--- config.mk ---
export PLATFORM = sky130hd
export DESIGN_NAME = axi_rd_arb
export DESIGN_NICKNAME = d
export VERILOG_FILES = /design/src/rtl/axi_rd_arb_pkg.sv /design/src/rtl/axi_rd_arb_sync_fifo.sv /design/src/rtl/axi_rd_arb.sv
export SDC_FILE = /design/constraint.sdc
export NUM_CORES = 1
export LEC_CHECK = 0
export BUFFER_PORTS_ARGS = -buffer_cell sky130_fd_sc_hd__buf_4
export CAP_MARGIN = 20
export CORE_AREA = 10 10 120 122
export DETAILED_ROUTE_END_ITERATION = 8
export DIE_AREA = 0 0 130 132
export PLACE_DENSITY_LB_ADDON = 0.3
export SETUP_SLACK_MARGIN = 0.2
export SLEW_MARGIN = 0
export SYNTH_ARGS = -nofsm -noshare
export SYNTH_HDL_FRONTEND = slang
export SYNTH_HIERARCHICAL = 1
export SYNTH_SLANG_ARGS = --single-unit
--- constraint.sdc ---
create_clock -name clk -period 6.1 [get_ports clk]
set_clock_uncertainty 0.1 [all_clocks]
set_input_delay 0.61 -clock clk [delete_from_list [all_inputs] [get_ports clk]]
set_output_delay 0.61 -clock clk [all_outputs]
set_load 0.01 [all_outputs]
--- src/rtl/axi_rd_arb_pkg.sv ---
// rtl/axi_rd_arb_pkg.sv - shared AXI widths, outstanding-depth default, AR FSM encodings
package axi_rd_arb_pkg;

    localparam int AXI_ID_W     = 4;
    localparam int AXI_ADDR_W   = 32;
    localparam int AXI_DATA_W   = 32;
    localparam int AXI_LEN_W    = 8;
    localparam int AXI_SIZE_W   = 3;
    localparam int AXI_BURST_W  = 2;
    localparam int AXI_LOCK_W   = 1;
    localparam int AXI_CACHE_W  = 4;
    localparam int AXI_PROT_W   = 3;
    localparam int AXI_QOS_W    = 4;
    localparam int AXI_REGION_W = 4;
    localparam int AXI_RESP_W   = 2;

    localparam int OST_NUM_DEF  = 8;

    localparam logic [1:0] ST_IDLE = 2'd0;
    localparam logic [1:0] ST_GNT0 = 2'd1;
    localparam logic [1:0] ST_GNT1 = 2'd2;

    // Returns 1 when master 1 should win. With both requesting, the master
    // that did not win last time goes next.
    function automatic logic pick_m1(input logic v0, input logic v1, input logic last_m1);
        if (v0 && v1) begin
            return !last_m1;
        end
        return v1;
    endfunction

endpackage

--- src/rtl/axi_rd_arb_sync_fifo.sv ---
// rtl/axi_rd_arb_sync_fifo.sv - single-clock FIFO used to remember AR grant order
// Ports: clk, rst_n (async, active-low), push/push_data, pop/pop_data (head),
//        empty, full, count (occupancy, FIFO_AW+1 bits).
module sync_fifo #(
    parameter int FIFO_DATA_W = 1,
    parameter int FIFO_DEEP   = 8,
    parameter int FIFO_AW     = $clog2(FIFO_DEEP)
) (
    input  logic                   clk,
    input  logic                   rst_n,
    input  logic                   push,
    input  logic [FIFO_DATA_W-1:0] push_data,
    input  logic                   pop,
    output logic [FIFO_DATA_W-1:0] pop_data,
    output logic                   empty,
    output logic                   full,
    output logic [FIFO_AW:0]       count
);

    logic [FIFO_DATA_W-1:0] mem [FIFO_DEEP];
    logic [FIFO_AW-1:0]     wr_ptr;
    logic [FIFO_AW-1:0]     rd_ptr;
    logic                   do_push;
    logic                   do_pop;

    assign empty    = (count == '0);
    assign full     = (count == (FIFO_AW+1)'(FIFO_DEEP));
    assign do_push  = push && !full;
    assign do_pop   = pop && !empty;
    assign pop_data = mem[rd_ptr];

    // Storage needs no reset: occupancy gates every read.
    always_ff @(posedge clk) begin
        if (do_push) begin
            mem[wr_ptr] <= push_data;
        end
    end

    // Depth is a power of two, so pointers wrap by natural overflow.
    always_ff @(posedge clk or negedge rst_n) begin
        if (!rst_n) begin
            wr_ptr <= '0;
            rd_ptr <= '0;
            count  <= '0;
        end else begin
            if (do_push) begin
                wr_ptr <= wr_ptr + 1'b1;
            end
            if (do_pop) begin
                rd_ptr <= rd_ptr + 1'b1;
            end
            case ({do_push, do_pop})
                2'b10:   count <= count + 1'b1;
                2'b01:   count <= count - 1'b1;
                default: count <= count;
            endcase
        end
    end

endmodule

--- src/rtl/axi_rd_arb.sv ---
// rtl/axi_rd_arb.sv - two-master AXI read arbiter onto one in-order slave port
// Ports: clk, rst_n (async, active-low); m0_ar*/m0_r* (IFU) and m1_ar*/m1_r* (LSU)
//        master read channels; s_ar*/s_r* shared slave read channel;
//        ost_cnt outstanding bursts; rd_err sticky orphan-beat flag.
module axi_rd_arb
    import axi_rd_arb_pkg::*;
#(
    parameter int OST_NUM = OST_NUM_DEF,
    parameter int OST_W   = $clog2(OST_NUM)
) (
    input  logic                    clk,
    input  logic                    rst_n,

    input  logic                    m0_arvalid,
    input  logic [AXI_ID_W-1:0]     m0_arid,
    input  logic [AXI_ADDR_W-1:0]   m0_araddr,
    input  logic [AXI_LEN_W-1:0]    m0_arlen,
    input  logic [AXI_SIZE_W-1:0]   m0_arsize,
    input  logic [AXI_BURST_W-1:0]  m0_arburst,
    input  logic [AXI_LOCK_W-1:0]   m0_arlock,
    input  logic [AXI_CACHE_W-1:0]  m0_arcache,
    input  logic [AXI_PROT_W-1:0]   m0_arprot,
    input  logic [AXI_QOS_W-1:0]    m0_arqos,
    input  logic [AXI_REGION_W-1:0] m0_arregion,
    output logic                    m0_arready,
    output logic                    m0_rvalid,
    output logic [AXI_ID_W-1:0]     m0_rid,
    output logic [AXI_DATA_W-1:0]   m0_rdata,
    output logic [AXI_RESP_W-1:0]   m0_rresp,
    output logic                    m0_rlast,
    input  logic                    m0_rready,

    input  logic                    m1_arvalid,
    input  logic [AXI_ID_W-1:0]     m1_arid,
    input  logic [AXI_ADDR_W-1:0]   m1_araddr,
    input  logic [AXI_LEN_W-1:0]    m1_arlen,
    input  logic [AXI_SIZE_W-1:0]   m1_arsize,
    input  logic [AXI_BURST_W-1:0]  m1_arburst,
    input  logic [AXI_LOCK_W-1:0]   m1_arlock,
    input  logic [AXI_CACHE_W-1:0]  m1_arcache,
    input  logic [AXI_PROT_W-1:0]   m1_arprot,
    input  logic [AXI_QOS_W-1:0]    m1_arqos,
    input  logic [AXI_REGION_W-1:0] m1_arregion,
    output logic                    m1_arready,
    output logic                    m1_rvalid,
    output logic [AXI_ID_W-1:0]     m1_rid,
    output logic [AXI_DATA_W-1:0]   m1_rdata,
    output logic [AXI_RESP_W-1:0]   m1_rresp,
    output logic                    m1_rlast,
    input  logic                    m1_rready,

    output logic                    s_arvalid,
    output logic [AXI_ID_W-1:0]     s_arid,
    output logic [AXI_ADDR_W-1:0]   s_araddr,
    output logic [AXI_LEN_W-1:0]    s_arlen,
    output logic [AXI_SIZE_W-1:0]   s_arsize,
    output logic [AXI_BURST_W-1:0]  s_arburst,
    output logic [AXI_LOCK_W-1:0]   s_arlock,
    output logic [AXI_CACHE_W-1:0]  s_arcache,
    output logic [AXI_PROT_W-1:0]   s_arprot,
    output logic [AXI_QOS_W-1:0]    s_arqos,
    output logic [AXI_REGION_W-1:0] s_arregion,
    input  logic                    s_arready,
    input  logic                    s_rvalid,
    input  logic [AXI_ID_W-1:0]     s_rid,
    input  logic [AXI_DATA_W-1:0]   s_rdata,
    input  logic [AXI_RESP_W-1:0]   s_rresp,
    input  logic                    s_rlast,
    output logic                    s_rready,

    output logic [OST_W:0]          ost_cnt,
    output logic                    rd_err
);

    logic [1:0] state;
    logic       last_m1;
    logic       sel_m1;
    logic       ar_hs;
    logic       fifo_pop;
    logic       fifo_head;
    logic       fifo_empty;
    logic       fifo_full;

    // ---------------- AR arbitration ----------------
    // The grant is a registered state, so s_ar* cannot change under a pending
    // handshake; re-arbitration only happens after passing through IDLE.
    always_ff @(posedge clk or negedge rst_n) begin
        if (!rst_n) begin
            state   <= ST_IDLE;
            last_m1 <= 1'b1;
        end else begin
            case (state)
                ST_IDLE: begin
                    if (!fifo_full && (m0_arvalid || m1_arvalid)) begin
                        if (pick_m1(m0_arvalid, m1_arvalid, last_m1)) begin
                            state   <= ST_GNT1;
                            last_m1 <= 1'b1;
                        end else begin
                            state   <= ST_GNT0;
                            last_m1 <= 1'b0;
                        end
                    end
                end
                ST_GNT0, ST_GNT1: begin
                    if (ar_hs) begin
                        state <= ST_IDLE;
                    end
                end
                default: state <= ST_IDLE;
            endcase
        end
    end

    assign sel_m1     = (state == ST_GNT1);
    assign s_arvalid  = ((state == ST_GNT0) && m0_arvalid) || ((state == ST_GNT1) && m1_arvalid);
    assign m0_arready = (state == ST_GNT0) && s_arready;
    assign m1_arready = (state == ST_GNT1) && s_arready;
    assign ar_hs      = s_arvalid && s_arready;

    assign s_arid     = sel_m1 ? m1_arid     : m0_arid;
    assign s_araddr   = sel_m1 ? m1_araddr   : m0_araddr;
    assign s_arlen    = sel_m1 ? m1_arlen    : m0_arlen;
    assign s_arsize   = sel_m1 ? m1_arsize   : m0_arsize;
    assign s_arburst  = sel_m1 ? m1_arburst  : m0_arburst;
    assign s_arlock   = sel_m1 ? m1_arlock   : m0_arlock;
    assign s_arcache  = sel_m1 ? m1_arcache  : m0_arcache;
    assign s_arprot   = sel_m1 ? m1_arprot   : m0_arprot;
    assign s_arqos    = sel_m1 ? m1_arqos    : m0_arqos;
    assign s_arregion = sel_m1 ? m1_arregion : m0_arregion;

    // ---------------- ordering FIFO ----------------
    // One bit per outstanding burst: which master owns it. The slave returns
    // bursts in AR order, so the head always names the owner of the current R beat.
    sync_fifo #(
        .FIFO_DATA_W (1),
        .FIFO_DEEP   (OST_NUM),
        .FIFO_AW     (OST_W)
    ) u_order_fifo (
        .clk       (clk),
        .rst_n     (rst_n),
        .push      (ar_hs),
        .push_data (sel_m1),
        .pop       (fifo_pop),
        .pop_data  (fifo_head),
        .empty     (fifo_empty),
        .full      (fifo_full),
        .count     (ost_cnt)
    );

    // ---------------- R routing ----------------
    // With nothing outstanding the beat is swallowed (s_rready high) so a
    // misbehaving slave cannot wedge the bus; the event is latched in rd_err.
    assign m0_rvalid = s_rvalid && !fifo_empty && !fifo_head;
    assign m1_rvalid = s_rvalid && !fifo_empty &&  fifo_head;
    assign s_rready  = fifo_empty || (fifo_head ? m1_rready : m0_rready);
    assign fifo_pop  = s_rvalid && s_rready && s_rlast && !fifo_empty;

    assign m0_rid   = s_rid;
    assign m0_rdata = s_rdata;
    assign m0_rresp = s_rresp;
    assign m0_rlast = s_rlast;
    assign m1_rid   = s_rid;
    assign m1_rdata = s_rdata;
    assign m1_rresp = s_rresp;
    assign m1_rlast = s_rlast;

    always_ff @(posedge clk or negedge rst_n) begin
        if (!rst_n) begin
            rd_err <= 1'b0;
        end else if (s_rvalid && fifo_empty) begin
            rd_err <= 1'b1;
        end
    end

endmodule

==> results of run 1 <==
-- cell usage in the layout, fill, tap and decap left out, drive strengths merged, types with 2 or more instances in the layout --
master / instances
edfxtp: 8
mux2: 68
xnor2: 5
clkbuf: 3
nand2b: 3
nor2: 3
or4b: 2
mux4: 2
a21oi: 2
nor2b: 2
dfrtp: 13
nor3b: 4
o21ai: 2
nand3: 4
ha: 8
inv: 9
nand2: 8
buf: 217
nor3: 4
nand3b: 2
nor4: 2
a21o: 2
mux2i: 2
and2: 3
-- final timing paths --
check / slack, ns / to / depth (start not counted) / startpoint
worst max register to register: 2.34 / u_order_fifo/count[3]$_DFFE_PN0P_ / 11 / u_order_fifo/rd_ptr[0]$_DFFE_PN0P_
worst max-delay path: 2.34 / u_order_fifo/count[3]$_DFFE_PN0P_ / 11 / u_order_fifo/rd_ptr[0]$_DFFE_PN0P_
min in group clk: 0.36 / rd_err$_DFFE_PN0P_ / 1 / rd_err$_DFFE_PN0P_
worst min register to register: 0.36 / rd_err$_DFFE_PN0P_ / 1 / rd_err$_DFFE_PN0P_
worst min-delay path: 0.1 / u_order_fifo/rd_ptr[2]$_DFFE_PN0P_ / 1 / rst_n
max in group asynchronous: 5.55 / last_m1$_DFFE_PN1P_ / 1 / rst_n
-- layout make-up --
class / count / share of cell area (%)
diodes: 1 / 0.0637
clock buffers: 3 / 1.91
clock inverters: 1 / 0.764
inverters: 9 / 0.859
multi-input cells: 142 / 35.2
flip-flops and latches: 22 / 15.1
well taps: 147 / 4.68
repair buffers: 217 / 41.4
-- logic make-up (layout without fill, tap and decap cells) --
logic type | Yosys count | in the layout
DFF | 22 | 22
AOI/OAI and AO/OA | 16 | 16
buffers and inverters | 95 | 230
adders and majority gates | 9 | 9
other | 0 | 1
muxes | 72 | 72
xor gates and xnor gates | 6 | 6
and+or+nand+nor | 39 | 39
-- registers in the layout, indices dropped and copies added, names as in the netlist --
register / cells
state: 2
rd_err: 1
u_order_fifo/mem: 8
u_order_fifo/rd_ptr: 3
u_order_fifo/wr_ptr: 3
u_order_fifo/count: 4
last_m1: 1
-- through the flow --
| step | utilization, % | instances |
|---|---|---|
| 2_1_floorplan | - | 259 |
| 3_3_place_gp | 32.1 | 537 |
| 3_5_place_dp | 32.1 | 537 |
| 4_1_cts | 33.0 | 541 |
| 5_1_grt | 33.0 | 542 |
| 6_report | 33.0 | 542 |
-- critical path, cell delays in order (launching register included) --
cell      delay (ns)
dfrtp_1         0.44
mux4_2          0.52
mux2_2          0.31
mux2i_1         0.14
nor4bb_1        0.37
o41ai_2         0.19
inv_2           0.11
ha_1            0.31
ha_1            0.35
or4b_1          0.53
o311ai_0        0.13
o211ai_1        0.13
-- per-layer routing --
metal / share of wire, % / track usage [%]
met1: 29 / 11.5
met2: 50 / 24.2
met3: 19 / 13.1
met4: 1.2 / 2.31
met5: 0.43 / 2.47
-- power by group through the flow --
| stage | clock (W) | combinational, W | sequential [W] |
|---|---|---|---|
| 6_report | 0.000184 | 0.000879 | 0.000278 |
| 5_1_grt | 0.000194 | 0.000954 | 0.000287 |
| 4_1_cts | 0.000189 | 0.000903 | 0.000279 |
| 3_5_place_dp | 0 | 0.000898 | 0.000281 |
| 3_3_place_gp | 0 | 0.000884 | 0.000279 |
| 2_1_floorplan | 0 | 0.000573 | 0.000269 |
==> results.md, run 1 <==
- Status: finished, final reports clean
- Worst Hold Class: in -> async
- Global route overflow: 0
- Worst-margin pin slew: just over 0.9 ns
- Vias/cell: 4.41
- Clock buffer count from CTS: 3
- PwrDens: around 340 nW/um^2
- Post-Synth XOR/XNOR Area: 1.98%
- Drt total wl: around 13000 um
- Sequential area share after synthesis: between 20 and 25%
- Clk pwr share: between 10% and 20%
- Share of cells above drive strength 1: around three quarters
- Num rows: 40
- Yosys top cell by area: mux2_2
- Clk sinks: 22
- Nets: 581
- Syn Std Cell Area: 2660 um^2
- Initial DRC count: 74
- Tcrit/Tclk final: approximately three fifths
- Final Power: ~0.0013 W
- Final min period: between 3 and 4 ns
- Longest Clk Path Bufs: 2
- WL/cell: between 20 and 25 um
- # fillers: 1261
- TritonCTS clock tree: built
- Post-synth ARST share: ~64%
- Mapped Cells: about 260
- Clock transition at path regs: 0.06 ns
- WHS: approximately 0.097 ns
- Largest family of logic cells by synthesized area: multiplexers
- Setup bufs post-CTS: 0
- Critical Path End Type: flop
- Post-Synth Adder-Cell Area: under 10%
- Syn nets: approximately 450
- Static leakage: 1.85 nW
- Synthesis-stage register bit count: 22
- Vias: around 2400
- Pre-antenna DRT Iters: 4
- Worst skew pair latency: around 0.26 ns
- Compound-cell area share of the yosys netlist: under 10%
- Post-synth EDFFs: 8
- Sw frac: between 30% and 40%
- Reg area: 592 um^2
- Gpl congestion: about 0.81
- Area growth, synth to finish: 47.8%
- Die Span X: between 100 and 150 um
- I/O pins: approximately 330
- Synth Area in Simple Gates: 8.98%
- Multi-input gate area: ~1400 um^2
- Slew margin rel.: around 39%
- Max Slew Vio Count: 0
- Final Worst Setup Slack: about 2.3 ns
- Cell area after layout: between 3000 and 4000 um^2
- Core area: 11900 um^2
- Post-cts resize count: 0
- Syn Area/Cell: ~10 um^2
- Ys Warns: 6
- Main synth FF type: dfrtp_1
- Net load switching power: approximately 0.00052 W
- Gate power share: between 60% and 70%
- Detailed placer's ending HPWL: ~12000 um
- Fin. Hold Viols: 0
- Multiplexer share of the synthesized area: 31.4%
- Pin count of the biggest net entering global routing: 75
- Crit start category: flop
- Max Freq: between 200 and 300 MHz
- GRT Total Usage: approximately 14%
- Most numerous cell in the Yosys netlist: buf_4
- IO Port Bufs: between 200 and 250
- Internal power: 0.000823 W
- Post-synth top area share: roughly a quarter
- Root buffer cell: clkbuf_16
- Synth area leaders: mux2_2 (26%), buf_4 (22%), dfrtp_1 (12%)
- Worst EP required: 6.12 ns
- First-pass GRT wire length: ~18000 um
- Max_cap viols: 0
- WP data arrival: 3.78 ns
- Crit Path Class: reg -> reg
- Vias in the first global route: about 2600
- Unrepaired setup endpoints after global routing: no
- Initial antenna violation count: 1
- H-tree Lvls: 1
- Top cells by count, synth: buf_4 (79), mux2_2 (61), dfrtp_1 (13)
- Placed Area: approximately 3800 um^2
- Detail Route Antenna Nets: 0
- VDD IR max: 0.156 mV
- Critical path peak fanout: 9
- Remaining DRCs: 0
- Setup Total Neg Slack: 0 ns
- Hold Buf Count CTS: 0
- Initial core utilization: 22.3%
- Finish-stage setup viols: 0
- Die area: about 17000 um^2
- Worst slack at placement: 2.38 ns
- Die Ht: about 130 um
- Register share of total power: a little over 20%
- Count of cell types in the netlist: 46
Note: power is estimated with default switching activity, not from simulation.
==> run 2, diff against run 1 <==
--- a/config.mk
+++ b/config.mk
@@ -7,9 +7,9 @@
 export LEC_CHECK = 0
 export BUFFER_PORTS_ARGS = -buffer_cell sky130_fd_sc_hd__buf_4
 export CAP_MARGIN = 20
-export CORE_AREA = 10 10 120 122
+export CORE_AREA = 10 10 119 121
 export DETAILED_ROUTE_END_ITERATION = 8
-export DIE_AREA = 0 0 130 132
+export DIE_AREA = 0 0 129 131
 export PLACE_DENSITY_LB_ADDON = 0.3
 export SETUP_SLACK_MARGIN = 0.2
 export SLEW_MARGIN = 0
==> constraint.sdc (replaced) <==
create_clock -name clk -period 3.6 [get_ports clk]
set_clock_uncertainty 0.1 [all_clocks]
set_input_delay 0.36 -clock clk [delete_from_list [all_inputs] [get_ports clk]]
set_output_delay 0.36 -clock clk [all_outputs]
set_load 0.01 [all_outputs]
==> run 2 against run 1 <==
Critical path depth did not move. Worst setup slack got worse by 2.0 ns. Sequential share of layout area fell by 0.48 points. Final cell count rose by 0.55%. Via count rose by 1.0%. Fmax rose by 15%. Flip-flop and latch count did not move. Clock-buffer cell count did not move. Utilization rose by 1.5 points. First-iteration DRC count fell by 8.1%. Routed wire length rose by 0.43%. Critical endpoint unchanged.
==> results.md, run 2 (synthesis gave the netlist of run 1 again) <==
- Status: finished, final reports clean
- WL/cell: between 20 and 25 um
- Core area: between 10000 and 15000 um^2
- Most frequent CP cell: ha_4
- Nets: ~600
- Finish-stage setup viols: 0
- Die area: 16900 um^2
- Slew margin rel.: between 30% and 40%
- Clock transition at path regs: 0.06 ns
- Area growth, synth to finish: 53.0%
- Pre-antenna DRT Iters: 4
- Initial DRC count: about 70
- Max Slew Vio Count: 0
- Worst stage delay on the critical path: roughly 0.53 ns
- Slowest CP cell: or4b_4
- Antenna Diode Count: 0
- Commonest non-fill, non-tap cell in the layout: buf_4
- Initial core utilization: a little under a quarter
- Register-to-register setup slack: about 0.32 ns
- Max FFs per register: 8
- Worst Hold Class: in -> reg
- Vias in the first global route: 2672
- First-pass GRT wire length: 17900 um
- Die Ht: about 130 um
- Top Registers: u_order_fifo/mem (8), u_order_fifo/count (4)
- Pin count of the biggest net entering global routing: 75
- Fin. Hold Viols: 0
- GRT Total Usage: 14.4%
- Critical Path End Type: flop
- I/O pins: 331
- VDD IR max: 0.269 mV
- Longest Clk Path Bufs: 2
- Gpl congestion: approximately 0.84
- Crit Path Class: reg -> reg
- Unrepaired setup endpoints after global routing: yes
- Crit start category: flop
- Clk sinks: 22
- Vias: ~2400
- Global route overflow: 0
- Num rows: 40
- Final Power: 0.00239 W
- PwrDens: just under 600 nW/um^2
- Worst slack at placement: 0.0509 ns
- Root buffer cell: clkbuf_16
- Final Worst Setup Slack: around 0.32 ns
- Detail Route Antenna Nets: 0
- # fillers: roughly 1200
- Critical path peak fanout: 5
- Worst skew pair latency: between 0.2 and 0.3 ns
- Worst EP required: about 3.6 ns
- Worst-margin pin slew: slightly above 0.9 ns
- Setup Total Neg Slack: 0 ns
- Max Freq: 305 MHz
- CP Cell Sequence: mux4_2 -> mux2_4 -> mux2i_4 -> nor4bb_4 -> o41ai_2 -> inv_2 -> ha_4 -> ha_4 -> or4b_4 -> o311ai_4 -> o211ai_1
- Tcrit/Tclk final: 91.1%
- Remaining DRCs: 0
- Share of cells above drive strength 1: between 70 and 80%
- Most frequent cells in the layout: buf_4 (219), mux2_2 (60), dfrtp_1 (12)
- Drt total wl: ~13000 um
- Biggest register: u_order_fifo/mem
- Clock buffer count from CTS: 3
- Initial antenna violation count: 0
- Vias/cell: approximately 4.4
- Max_cap viols: 0
- WP data arrival: between 3 and 4 ns
- H-tree Lvls: 1
- Static leakage: between 1.5 and 2 nW
- Detailed placer's ending HPWL: around 12000 um
- Die Span X: ~130 um
- IO Port Bufs: 216
- TritonCTS clock tree: built
- Final min period: about 3.3 ns
==> run 2: timing repair <==
action                                  in CTS  in global routing
setup buffers                                2                  0
hold buffers                                 1                  0
gates resized for setup                      6                 10
hold endpoints to repair                    13                  0
endpoints found under the setup margin       1                  2
pin swaps                                    1                  4
==> run 2: layout make-up <==
| cell class | count | area [um^2] | area share [%] |
|---|---|---|---|
| Sequential cell | 22 | 593 | 14.6 |
| Clock buffer | 3 | 75.1 | 1.84 |
| Multi-Input combinational cell | 142 | 1490 | 36.6 |
| Clock inverter | 1 | 30.0 | 0.738 |
| Inverter | 9 | 33.8 | 0.830 |
| Timing Repair Buffer | 221 | 1670 | 40.9 |
| Tap cell | 147 | 184 | 4.52 |
==> run 2: path summary, 6_finish.rpt <==
check	depth (start not counted)	startpoint	endpoint
worst max register to register	11	u_order_fifo/rd_ptr[0]$_DFFE_PN0P_	u_order_fifo/count[3]$_DFFE_PN0P_
worst min-delay path	2	s_rvalid	rd_err$_DFFE_PN0P_
min in group asynchronous	2	rst_n	u_order_fifo/rd_ptr[2]$_DFFE_PN0P_
worst min register to register	1	rd_err$_DFFE_PN0P_	rd_err$_DFFE_PN0P_
worst max-delay path	11	u_order_fifo/rd_ptr[0]$_DFFE_PN0P_	u_order_fifo/count[3]$_DFFE_PN0P_
max in group asynchronous	2	rst_n	last_m1$_DFFE_PN1P_
==> run 2: per-layer routing <==
layer / track usage, % / share of wire (%)
met1: 11.8 / 29
met4: 3.48 / 1.6
met3: 12.3 / 18
met2: 25.2 / 50
met5: 4.94 / 0.89
==> run 2: power breakdown <==
group          total (W)  switching [W]  internal, W
clock network   0.000308      0.0000873     0.000221
logic            0.00160       0.000716     0.000886
registers       0.000477       0.000122     0.000356
==> run 2: worst max-delay path: cells and delay by family (launching register included) <==
family | cells | cell delay (ns)
muxes | 3 | 1.01
and+or+nand+nor | 2 | 0.81
DFF | 1 | 0.40
adders and majority gates | 2 | 0.37
AOI/OAI and AO/OA | 3 | 0.34
buffers and inverters | 1 | 0.11
==> run 2: per-stage QoR <==
step / std cells / hold WS [ns] / util, % / cell area, um^2
floorplan: 259 / -0.0356 / - / 2660
global placement: 538 / 0.129 / 32.5 / 3840
detailed placement: 538 / 0.130 / 32.5 / 3840
CTS: 545 / 0.227 / 33.9 / 4010
global route: 545 / 0.247 / 34.5 / 4070
finish: 545 / 0.236 / 34.5 / 4070
